[src/rtl/mac_job_scheduler_if.sv]
// mac_job_scheduler_if: job queue, MAC handshake and completion signals of the job scheduler
interface mac_job_scheduler_if #(
  parameter int ADDR_W = 12,
  parameter int TAG_W  = 4
);
  logic              job_valid;
  logic              job_ready;
  logic [ADDR_W-1:0] job_input_base;
  logic [ADDR_W-1:0] job_weight_base;
  logic [ADDR_W-1:0] job_result_base;
  logic [TAG_W-1:0]  job_tag;
  logic              mac_valid;
  logic              mac_ready;
  logic [ADDR_W-1:0] mac_input_base;
  logic [ADDR_W-1:0] mac_weight_base;
  logic [ADDR_W-1:0] mac_result_base;
  logic              done_valid;
  logic [TAG_W-1:0]  done_tag;
  modport master (
    output job_valid, job_input_base, job_weight_base, job_result_base, job_tag, mac_ready,
    input  job_ready, mac_valid, mac_input_base, mac_weight_base, mac_result_base, done_valid, done_tag
  );
  modport slave (
    input  job_valid, job_input_base, job_weight_base, job_result_base, job_tag, mac_ready,
    output job_ready, mac_valid, mac_input_base, mac_weight_base, mac_result_base, done_valid, done_tag
  );
endinterface

[src/rtl/mac_job_scheduler.sv]
// mac_job_scheduler: queues matrix-multiply jobs and runs them one at a time through the MAC handshake
module mac_job_scheduler #(
  parameter int ADDR_W  = 12,
  parameter int TAG_W   = 4,
  parameter int DEPTH   = 4,
  parameter int TIMEOUT = 65535,
  parameter int DRAIN   = 2
) (
  input  logic                   clk,
  input  logic                   reset_n,
  mac_job_scheduler_if.slave     bus,
  output logic                   err_timeout,
  output logic                   busy,
  output logic [$clog2(DEPTH):0] queue_level,
  output logic [15:0]            jobs_completed
);
  localparam int AW = $clog2(DEPTH);
  localparam int WW = $clog2(TIMEOUT + 1);
  localparam int CW = $clog2(DRAIN > 4 ? DRAIN : 4);
  typedef enum logic [2:0] {S_IDLE, S_ISSUE, S_WAIT_BUSY, S_WAIT_DONE, S_DRAIN, S_REPORT} state_t;
  state_t            state, nxt;
  logic [ADDR_W-1:0] in_mem [DEPTH];
  logic [ADDR_W-1:0] wt_mem [DEPTH];
  logic [ADDR_W-1:0] res_mem [DEPTH];
  logic [TAG_W-1:0]  tag_mem [DEPTH];
  logic [AW-1:0]     wr_ptr, rd_ptr;
  logic [AW:0]       count;
  logic [CW-1:0]     cnt, cnt_nxt;
  logic [WW-1:0]     wd, wd_nxt;
  logic [TAG_W-1:0]  tag_q;
  logic              push, pop, timeout_hit, fail_q;
  assign bus.job_ready  = count != (AW+1)'(DEPTH);
  assign push           = bus.job_valid && bus.job_ready;
  assign pop            = state == S_IDLE && count != '0 && bus.mac_ready;
  assign bus.done_valid = state == S_REPORT;
  assign bus.done_tag   = tag_q;
  assign busy           = state != S_IDLE || count != '0;
  assign queue_level    = count;
  always_ff @(posedge clk) begin
    if (push) begin
      in_mem[wr_ptr]  <= bus.job_input_base;
      wt_mem[wr_ptr]  <= bus.job_weight_base;
      res_mem[wr_ptr] <= bus.job_result_base;
      tag_mem[wr_ptr] <= bus.job_tag;
    end
  end
  always_ff @(posedge clk or negedge reset_n) begin
    if (!reset_n) begin
      wr_ptr <= '0;
      rd_ptr <= '0;
      count  <= '0;
    end else begin
      wr_ptr <= push ? wr_ptr + 1'b1 : wr_ptr;
      rd_ptr <= pop ? rd_ptr + 1'b1 : rd_ptr;
      count  <= count + (AW+1)'(push) - (AW+1)'(pop);
    end
  end
  // WAIT_BUSY reuses cnt as a retry counter: four ready cycles without the MAC going busy re-issues the start
  always_comb begin
    nxt         = state;
    cnt_nxt     = cnt;
    wd_nxt      = wd;
    timeout_hit = 1'b0;
    case (state)
      S_IDLE:      nxt = pop ? S_ISSUE : S_IDLE;
      S_ISSUE: begin
        nxt     = S_WAIT_BUSY;
        cnt_nxt = '0;
      end
      S_WAIT_BUSY:
        if (!bus.mac_ready) begin
          nxt    = S_WAIT_DONE;
          wd_nxt = '0;
        end else if (cnt == CW'(3)) nxt = S_ISSUE;
        else cnt_nxt = cnt + 1'b1;
      S_WAIT_DONE:
        if (bus.mac_ready) begin
          nxt     = S_DRAIN;
          cnt_nxt = CW'(DRAIN - 1);
        end else if (wd == WW'(TIMEOUT)) begin
          nxt         = S_REPORT;
          timeout_hit = 1'b1;
        end else wd_nxt = wd + 1'b1;
      S_DRAIN:
        if (cnt == '0) nxt = S_REPORT;
        else cnt_nxt = cnt - 1'b1;
      S_REPORT:    nxt = S_IDLE;
      default:     nxt = S_IDLE;
    endcase
  end
  // mac_valid is registered so the popped bases lead it by a full cycle
  always_ff @(posedge clk or negedge reset_n) begin
    if (!reset_n) begin
      state               <= S_IDLE;
      cnt                 <= '0;
      wd                  <= '0;
      fail_q              <= 1'b0;
      err_timeout         <= 1'b0;
      jobs_completed      <= '0;
      tag_q               <= '0;
      bus.mac_valid       <= 1'b0;
      bus.mac_input_base  <= '0;
      bus.mac_weight_base <= '0;
      bus.mac_result_base <= '0;
    end else begin
      state         <= nxt;
      cnt           <= cnt_nxt;
      wd            <= wd_nxt;
      bus.mac_valid <= state == S_ISSUE;
      if (pop) begin
        bus.mac_input_base  <= in_mem[rd_ptr];
        bus.mac_weight_base <= wt_mem[rd_ptr];
        bus.mac_result_base <= res_mem[rd_ptr];
        tag_q               <= tag_mem[rd_ptr];
        fail_q              <= 1'b0;
      end
      if (timeout_hit) begin
        err_timeout <= 1'b1;
        fail_q      <= 1'b1;
      end
      if (state == S_REPORT && !fail_q) jobs_completed <= jobs_completed + 1'b1;
    end
  end
endmodule

[src/flat_wrapper.sv]
// flat-port wrapper written by rule: the top's interface ports become plain ports
module mac_job_scheduler_flat 
#(
  parameter int ADDR_W  = 12,
  parameter int TAG_W   = 4,
  parameter int DEPTH   = 4,
  parameter int TIMEOUT = 65535,
  parameter int DRAIN   = 2
)
  (clk, reset_n, err_timeout, busy, queue_level, jobs_completed, bus_job_valid, bus_job_input_base, bus_job_weight_base, bus_job_result_base, bus_job_tag, bus_mac_ready, bus_job_ready, bus_mac_valid, bus_mac_input_base, bus_mac_weight_base, bus_mac_result_base, bus_done_valid, bus_done_tag);
  mac_job_scheduler_if #(.ADDR_W(ADDR_W), .TAG_W(TAG_W)) bus_i ();
  input  logic clk;
  input  logic reset_n;
  output logic err_timeout;
  output logic busy;
  output logic [$clog2(DEPTH):0] queue_level;
  output logic [15:0] jobs_completed;
  input wire logic [$bits(bus_i.job_valid)-1:0] bus_job_valid;
  input wire logic [$bits(bus_i.job_input_base)-1:0] bus_job_input_base;
  input wire logic [$bits(bus_i.job_weight_base)-1:0] bus_job_weight_base;
  input wire logic [$bits(bus_i.job_result_base)-1:0] bus_job_result_base;
  input wire logic [$bits(bus_i.job_tag)-1:0] bus_job_tag;
  input wire logic [$bits(bus_i.mac_ready)-1:0] bus_mac_ready;
  output wire logic [$bits(bus_i.job_ready)-1:0] bus_job_ready;
  output wire logic [$bits(bus_i.mac_valid)-1:0] bus_mac_valid;
  output wire logic [$bits(bus_i.mac_input_base)-1:0] bus_mac_input_base;
  output wire logic [$bits(bus_i.mac_weight_base)-1:0] bus_mac_weight_base;
  output wire logic [$bits(bus_i.mac_result_base)-1:0] bus_mac_result_base;
  output wire logic [$bits(bus_i.done_valid)-1:0] bus_done_valid;
  output wire logic [$bits(bus_i.done_tag)-1:0] bus_done_tag;
  assign bus_i.job_valid = bus_job_valid;
  assign bus_i.job_input_base = bus_job_input_base;
  assign bus_i.job_weight_base = bus_job_weight_base;
  assign bus_i.job_result_base = bus_job_result_base;
  assign bus_i.job_tag = bus_job_tag;
  assign bus_i.mac_ready = bus_mac_ready;
  assign bus_job_ready = bus_i.job_ready;
  assign bus_mac_valid = bus_i.mac_valid;
  assign bus_mac_input_base = bus_i.mac_input_base;
  assign bus_mac_weight_base = bus_i.mac_weight_base;
  assign bus_mac_result_base = bus_i.mac_result_base;
  assign bus_done_valid = bus_i.done_valid;
  assign bus_done_tag = bus_i.done_tag;
  mac_job_scheduler #(.ADDR_W(ADDR_W), .TAG_W(TAG_W), .DEPTH(DEPTH), .TIMEOUT(TIMEOUT), .DRAIN(DRAIN)) u_core (.clk(clk), .reset_n(reset_n), .bus(bus_i), .err_timeout(err_timeout), .busy(busy), .queue_level(queue_level), .jobs_completed(jobs_completed));
endmodule
[config.mk]
export PLATFORM = sky130hd
export DESIGN_NAME = mac_job_scheduler_flat
export DESIGN_NICKNAME = d
export VERILOG_FILES = /design/src/rtl/mac_job_scheduler_if.sv /design/src/rtl/mac_job_scheduler.sv /design/src/flat_wrapper.sv
export SDC_FILE = /design/constraint.sdc
export NUM_CORES = 1
export LEC_CHECK = 0
export ABC_AREA = 0
export CAP_MARGIN = 20
export CORE_MARGIN = 2
export CORE_UTILIZATION = 50
export CTS_CLUSTER_DIAMETER = 40
export DETAILED_ROUTE_END_ITERATION = 8
export PLACE_DENSITY = 0.72
export REMOVE_ABC_BUFFERS = 1
export SYNTH_ARGS = -nofsm -noshare
export SYNTH_HDL_FRONTEND = slang
export SYNTH_SLANG_ARGS = --single-unit
[constraint.sdc]
create_clock -name clk -period 2.76 [get_ports clk]
set_input_delay 0.276 -clock clk [delete_from_list [all_inputs] [get_ports clk]]
set_output_delay 0.276 -clock clk [all_outputs]
set_load 0.02 [all_outputs]
Word-level counts from Yosys, hierarchy flattened
Memories as Yosys holds them, arrays and structs flattened. A register that Yosys moved wholly into a read port is not among the register bits.
Index checks and enable logic that the tools add are counted.
{ "totals": {"regBits": 47, "latch_bits": 0, "ramBits": 160, "rom_bits": 0, "inputBits": 44, "output_inout_bits": 64, "elab_cells": 83, "memories": 4} }
{ "classes": {"n_addsub": 8, "n_mul": 0, "n_div": 0, "order_cmp": 0, "n_eq_ne": 18, "shift": 0, "muxes": 23, "n_bitwise": 0, "reduce_logical": 20} }
{ "memory_table": {"columns": ["name", "words", "word_bits", "rd", "rd_clocked_by_memory_dff", "write_ports", "line_no", "source"], "rows": [
  ["u_core.in_mem", 4, 12, 1, 1, 1, "mac_job_scheduler.sv:22", "logic [ADDR_W-1:0] in_mem [DEPTH];"],
  ["u_core.res_mem", 4, 12, 1, 1, 1, "mac_job_scheduler.sv:24", "logic [ADDR_W-1:0] res_mem [DEPTH];"],
  ["u_core.wt_mem", 4, 12, 1, 1, 1, "mac_job_scheduler.sv:23", "logic [ADDR_W-1:0] wt_mem [DEPTH];"],
  ["u_core.tag_mem", 4, 4, 1, 1, 1, "mac_job_scheduler.sv:25", "logic [TAG_W-1:0] tag_mem [DEPTH];"]
]} }
{ "op_table": {"columns": ["operator", "count"], "rows": [
  ["two-way mux 16 bit", 3],
  ["adder 16 x 1 -> 16 bit, second input constant", 2],
  ["case mux 16 bit (2 select lines)", 1],
  ["equality test 16 bit, second input constant", 1],
  ["two-way mux 3 bit", 5],
  ["case mux 3 bit (5 select lines)", 1],
  ["!= test 2 bit, second input constant", 7],
  ["two-way mux 1 bit", 8],
  ["two-way mux 2 bit", 4],
  ["case mux 2 bit (4 select lines)", 1],
  ["adder 2 x 1 -> 2 bit, second input constant", 3],
  ["equality test 3 x 2 -> 1 bit, second input constant", 2],
  ["equality test 3 bit, second input constant", 2],
  ["!= test 3 x 2 -> 1 bit, second input constant", 2],
  ["nonzero test 3 bit", 2],
  ["zero test 1 bit", 5],
  ["AND reduction 5 bit", 1],
  ["logical AND 1 bit", 4],
  ["AND reduction 4 bit", 1],
  ["nonzero test 2 bit", 2],
  ["nonzero test 4 bit", 1],
  ["adder 3 x 1 -> 3 bit", 1],
  ["equality test 3 x 1 -> 1 bit, second input constant", 1],
  ["zero test 3 bit", 1],
  ["8 further kinds", 8]
]} }

Logic depth before layout (Yosys ltp)
{ "depth": {"word_depth": 5, "ltp_mapped": 10} }

Worst setup path before layout
Ideal clock, no wire load.
{ "synth_path": {"path_kind": "reg-to-reg", "start": "register u_core.count[1] (netlist: u_core.queue_level[1])", "end": "register u_core.count[2] (netlist: u_core.queue_level[2])", "setup_ns": 0.131, "arrival_ns": 2.540, "path_slack_ns": 0.090, "stages_incl_launch_ff": 11, "n_path_buf": 1, "synth_period_minus_slack_ns": 2.670, "cell_sequence": "dfrtp_1 > nor3_1 > nor4_2 > buf_2 > ha_1 > inv_1 > ha_1 > inv_1 > fa_1 > xnor2_1 > xnor2_1"} }
{ "synth_via": {"elab_chain_cells": 4, "word_cells_on_any_way": 7, "classes_between": "add/sub: 2; eq/ne: 1; reduce/logical: 4"} }
{ "synth_rtl": {"columns": ["item", "line_no", "source"], "rows": [
  ["start, declared", "mac_job_scheduler.sv:27", "logic [AW:0] count;"],
  ["start signal, assigned", "mac_job_scheduler.sv:55", "count <= count + (AW+1)'(push) - (AW+1)'(pop);"],
  ["nonzero test 3 bit", "mac_job_scheduler.sv:34", "assign pop = state == S_IDLE && count != '0 && bus.mac_ready;"],
  ["logical AND 1 bit (2 in a row)", "mac_job_scheduler.sv:34", null],
  ["via u_core.pop", "mac_job_scheduler.sv:31", "logic push, pop, timeout_hit, fail_q;"],
  ["subtractor 3 x 1 -> 3 bit", "mac_job_scheduler.sv:55", null]
]} }
The timed path passes the listed nets, and every way through them passes these cells.
A chain may end at the register's enable or synchronous reset.

Final worst setup path
{ "layout_path": {"start": "register u_core.state[0]", "end": "register u_core.wd[10]"} }
{ "layout_via": {"elab_chain_cells": 3, "word_cells_on_any_way": 8, "classes_between": "eq/ne: 5; mux: 1; reduce/logical: 2"} }
{ "layout_rtl": {"columns": ["item", "line_no", "source"], "rows": [
  ["start, declared", "mac_job_scheduler.sv:21", "state_t state, nxt;"],
  ["start signal, assigned", "mac_job_scheduler.sv:106", "state <= nxt;"],
  ["equality test 3 x 2 -> 1 bit", "mac_job_scheduler.sv:64", "case (state)"],
  ["!= test 2 bit (no line) or nonzero test 2 bit (tied branches)", null, null],
  ["AND reduction 4 bit (no line)", null, null],
  ["end signal, assigned", "mac_job_scheduler.sv:108", "wd <= wd_nxt;"],
  ["end, declared", "mac_job_scheduler.sv:29", "logic [WW-1:0] wd, wd_nxt;"]
]} }
Parallel ways exist; a longest one is shown, timed or not.

==> load_flow_metrics.sql <==
INSERT INTO impl_metrics (metric_group, metric, value, unit) VALUES
('finish', 'layout-area-overhead-vs-synth', '27.4', '%'),
('sta', 'timing.final.crit_share', '0.862', ''),
('worst_setup_path', 'critical_path.top_delay_family', 'compound AO/OA/AOI/OAI gates', ''),
('worst_setup_path', 'worst_setup_path_endpoint', 'u_core.wd[10]', ''),
('finish', 'post-route-util', '0.643', ''),
('sta', 'worst_slew_margin_rel', '0.470', ''),
('worst_setup_path', 'startpoint_type', 'flop', ''),
('floorplan', 'die_area', '20600', 'µm²'),
('synth', 'most_instantiated_library_cell_after_synthesis', 'edfxtp_1', ''),
('place', 'dpl.hpwl', '11200', 'µm'),
('synth', 'number_of_warnings_issued_by_yosys', '0', ''),
('sta', 'count_of_endpoints_failing_setup_in_the_final_report', '0', ''),
('clocking', 'holdBufCountCts', '1', ''),
('sta', 'final.hold.worst_slack', '0.323', 'ns'),
('synth', 'synth-seq-cells', '247', ''),
('worst_setup_path', 'max_stage_delay', '0.72', 'ns'),
('route', 'detailroute.via_count', '5337', ''),
('worst_setup_path', 'cp_data_required_time', '3.09', 'ns'),
('synth', 'post_synth.cell_area_avg', '18.1', 'µm²'),
('place', 'port_buffers', '107', ''),
('synth', 'synthTopCellsByCount', 'edfxtp_1 (160), dfrtp_1 (87), mux2_2 (43), mux4_2 (40)', ''),
('min_path', 'min-delay-path-class', 'in -> async', ''),
('sta', 'fin_crit', '2.38', 'ns'),
('route', 'finalWirelength', '19100', 'µm'),
('synth', 'synth_cells', '537', ''),
('worst_setup_path', 'r2r_end', 'u_core.wd[10]', ''),
('pwr', 'pwr-share-seq', '0.400', ''),
('floorplan', 'die-height', '144', 'µm'),
('pwr', 'cellPowerDensity', '1120', 'nW/µm²'),
('worst_setup_path', 'r2r_start', 'u_core.state[0]', ''),
('floorplan', 'std_cell_rows', '51', ''),
('route', 'dr.pass1.iters', '4', ''),
('sta', 'worstMarginPinSlew', '0.790', 'ns'),
('route', 'drt-initial-drc-count', '353', ''),
('worst_setup_path', 'setup.reg_to_reg.worst_slack', '0.38', 'ns'),
('clocking', 'clock_sinks', '247', ''),
('run', 'maxCapViolCount', '0', ''),
('route', 'routed_via_density', '5.55', ''),
('worst_setup_path', 'maximum_net_fanout_on_the_critical_path', '16', ''),
('synth', 'post_synth_mux_area_share', '0.142', ''),
('synth', 'synth_compound_area_frac', '0.0348', ''),
('sta', 'setup_repair_after_global_routing_missed_its_margin', 'false', ''),
('clocking', 'ctsResizeCount', '0', ''),
('worst_setup_path', 'cp_data_arrival_time', '2.71', 'ns'),
('global_routing', 'gr-total-overflow', '0', ''),
('global_routing', 'grtUsageTotal', '0.193', ''),
('synth', 'main_area_contributors_after_synthesis', 'edfxtp_1 (49%), dfrtp_1 (22%), mux4_2 (9.3%), mux2_2 (5.0%), xnor2_1 (1.5%)', ''),
('clocking', 'cts_tree', 'done', ''),
('synth', 'synthDominantCellAreaShare', '0.493', ''),
('pwr', 'net-switching-power', '4.04', 'mW'),
('worst_setup_path', 'crit_chain', 'and3b_1 -> nand2b_1 -> o21ai_1 -> a31oi_1', ''),
('sta', 'achievable-frequency', '0.421', 'GHz'),
('clocking', 'number_of_buffers_created_by_cts', '34', ''),
('worst_setup_path', 'rr_worst_depth', '4', ''),
('worst_setup_path', 'timing.critical_path.from', 'u_core.state[0]', ''),
('floorplan', 'initial_utilization', '0.505', ''),
('pwr', 'power.combinational.fraction', '0.281', ''),
('synth', 'post_synth_and_or_nand_nor_area_fraction', '0.0607', ''),
('sta', 'final_max_slew_viol_count', '0', ''),
('sta', 'final_hold_viol_count', '0', ''),
('pwr', 'p_clk_frac', '0.319', ''),
('pwr', 'switching_share_of_power', '0.292', ''),
('global_routing', 'vias_in_the_first_global_route', '5646', ''),
('worst_setup_path', 'crit_path_end_kind', 'flop', ''),
('run_status', 'run_status', 'complete, no violations', ''),
('synth', 'adder_cell_share_of_the_synthesized_area', '0.0123', ''),
('floorplan', 'placeableCoreArea', '19300', 'µm²'),
('synth', 'combinational_family_with_the_most_area_after_synthesis', 'multiplexers', ''),
('synth', 'post_synth_xor_area_fraction', '0.0180', ''),
('sta', 'finClkSkew', '0.0163', 'ns'),
('worst_setup_path', 'cp_slowest_cell', 'o21ai_1', '');
-- registers in the layout, summed over array words and instances (netlist names) --
register,flops
u_core.queue_level,3
u_core.res_mem,48
u_core.err_timeout,1
u_core.bus.mac_result_base,12
u_core.rd_ptr,2
u_core.wr_ptr,2
u_core.bus.mac_valid,1
u_core.cnt,2
u_core.bus.done_tag,4
u_core.fail_q,1
u_core.wt_mem,48
u_core.wd,16
u_core.in_mem,48
u_core.bus.mac_weight_base,12
u_core.tag_mem,16
u_core.state,3
u_core.jobs_completed,16
u_core.bus.mac_input_base,12
-- worst register-to-register path, cell delays in order, from the launching register on --
cell and delay (ns):
dfrtp_1 0.64, and3b_1 0.37, nand2b_1 0.29, o21ai_1 0.72, a31oi_1 0.19
-- layout by cell type (no fill, tap or decap), drive strengths merged, types with 4 or more instances in the layout --
cell type	netlist	final
nor4	5	5
buf	12	14
inv	10	14
nor3	6	6
and4	6	6
edfxtp	160	160
nor2	8	8
mux4	40	40
clkdlybuf4s50	0	106
mux2	43	43
a21boi	4	4
nand4	11	11
nand2b	5	5
a31oi	7	7
nand2	17	17
clkinv	0	11
clkinvlp	0	5
a21oi	7	7
or4	4	4
ha	8	8
o21ai	5	5
nand3	10	10
xnor2	17	17
clkbuf	12	36
bufinv	0	5
and3	9	9
dfrtp	87	87
-- through the flow --
| stage | area [µm²] | setup TNS [ns] | instances | setup slack [ns] |
|---|---|---|---|---|
| CTS | 12400 | 0 | 960 | 0.372 |
| finish | 12400 | 0 | 962 | 0.382 |
| floorplan | 9630 | -44.39 | 513 | -1.87 |
| global route | 12400 | 0 | 960 | 0.182 |
| global placement | 11200 | 0 | 898 | 0.464 |
| detailed placement | 11200 | 0 | 898 | 0.432 |
-- power groups by stage --
stage	clock (mW)	sequential (mW)	combinational, mW
6_report	4.41	5.54	3.89
5_1_grt	4.66	5.65	4.20
4_1_cts	4.50	5.56	3.96
3_5_place_dp	0	5.61	3.95
3_3_place_gp	0	5.56	3.87
2_1_floorplan	0	6.01	1.87
-- routing by layer --
layer / routed length (µm) / vias up / track usage
li1: - / 2399 / -
met1: 8030 / 2749 / 0.255
met2: 9350 / 156 / 0.318
met3: 1280 / 33 / 0.0483
met4: 407 / 0 / 0.0630
met5: 0 / - / 0
-- cell families after synthesis --
kind of cell               count (synthesis)
adders and majority gates                  9
buffers and inverters                     34
muxes                                     83
and+or+nand+nor                           96
AOI/OAI and AO/OA                         48
DFF                                      247
xor gates and xnor gates                  20
-- worst min path at each step --
| stage | startpoint | to | depth (start not counted) |
|---|---|---|---|
| floorplan | reset_n | u_core.bus.done_tag[0] | 0 |
| global placement | reset_n | u_core.jobs_completed[15] | 1 |
| detailed placement | reset_n | u_core.jobs_completed[14] | 1 |
| CTS | reset_n | u_core.bus.mac_weight_base[4] | 2 |
| global route | reset_n | u_core.bus.mac_weight_base[4] | 2 |
| finish | reset_n | u_core.bus.mac_weight_base[4] | 2 |
-- area by class of cell --
class / count / area (µm²)
inverters: 10 / 37.5
clock buffers: 36 / 880
multi-input cells: 256 / 2620
diodes: 2 / 5.00
fillers: 1359 / 6870
well taps: 265 / 332
repair buffers: 121 / 1250
flip-flops and latches: 247 / 6990
clock inverters: 25 / 285
Note: power is estimated with default switching activity, not from simulation.
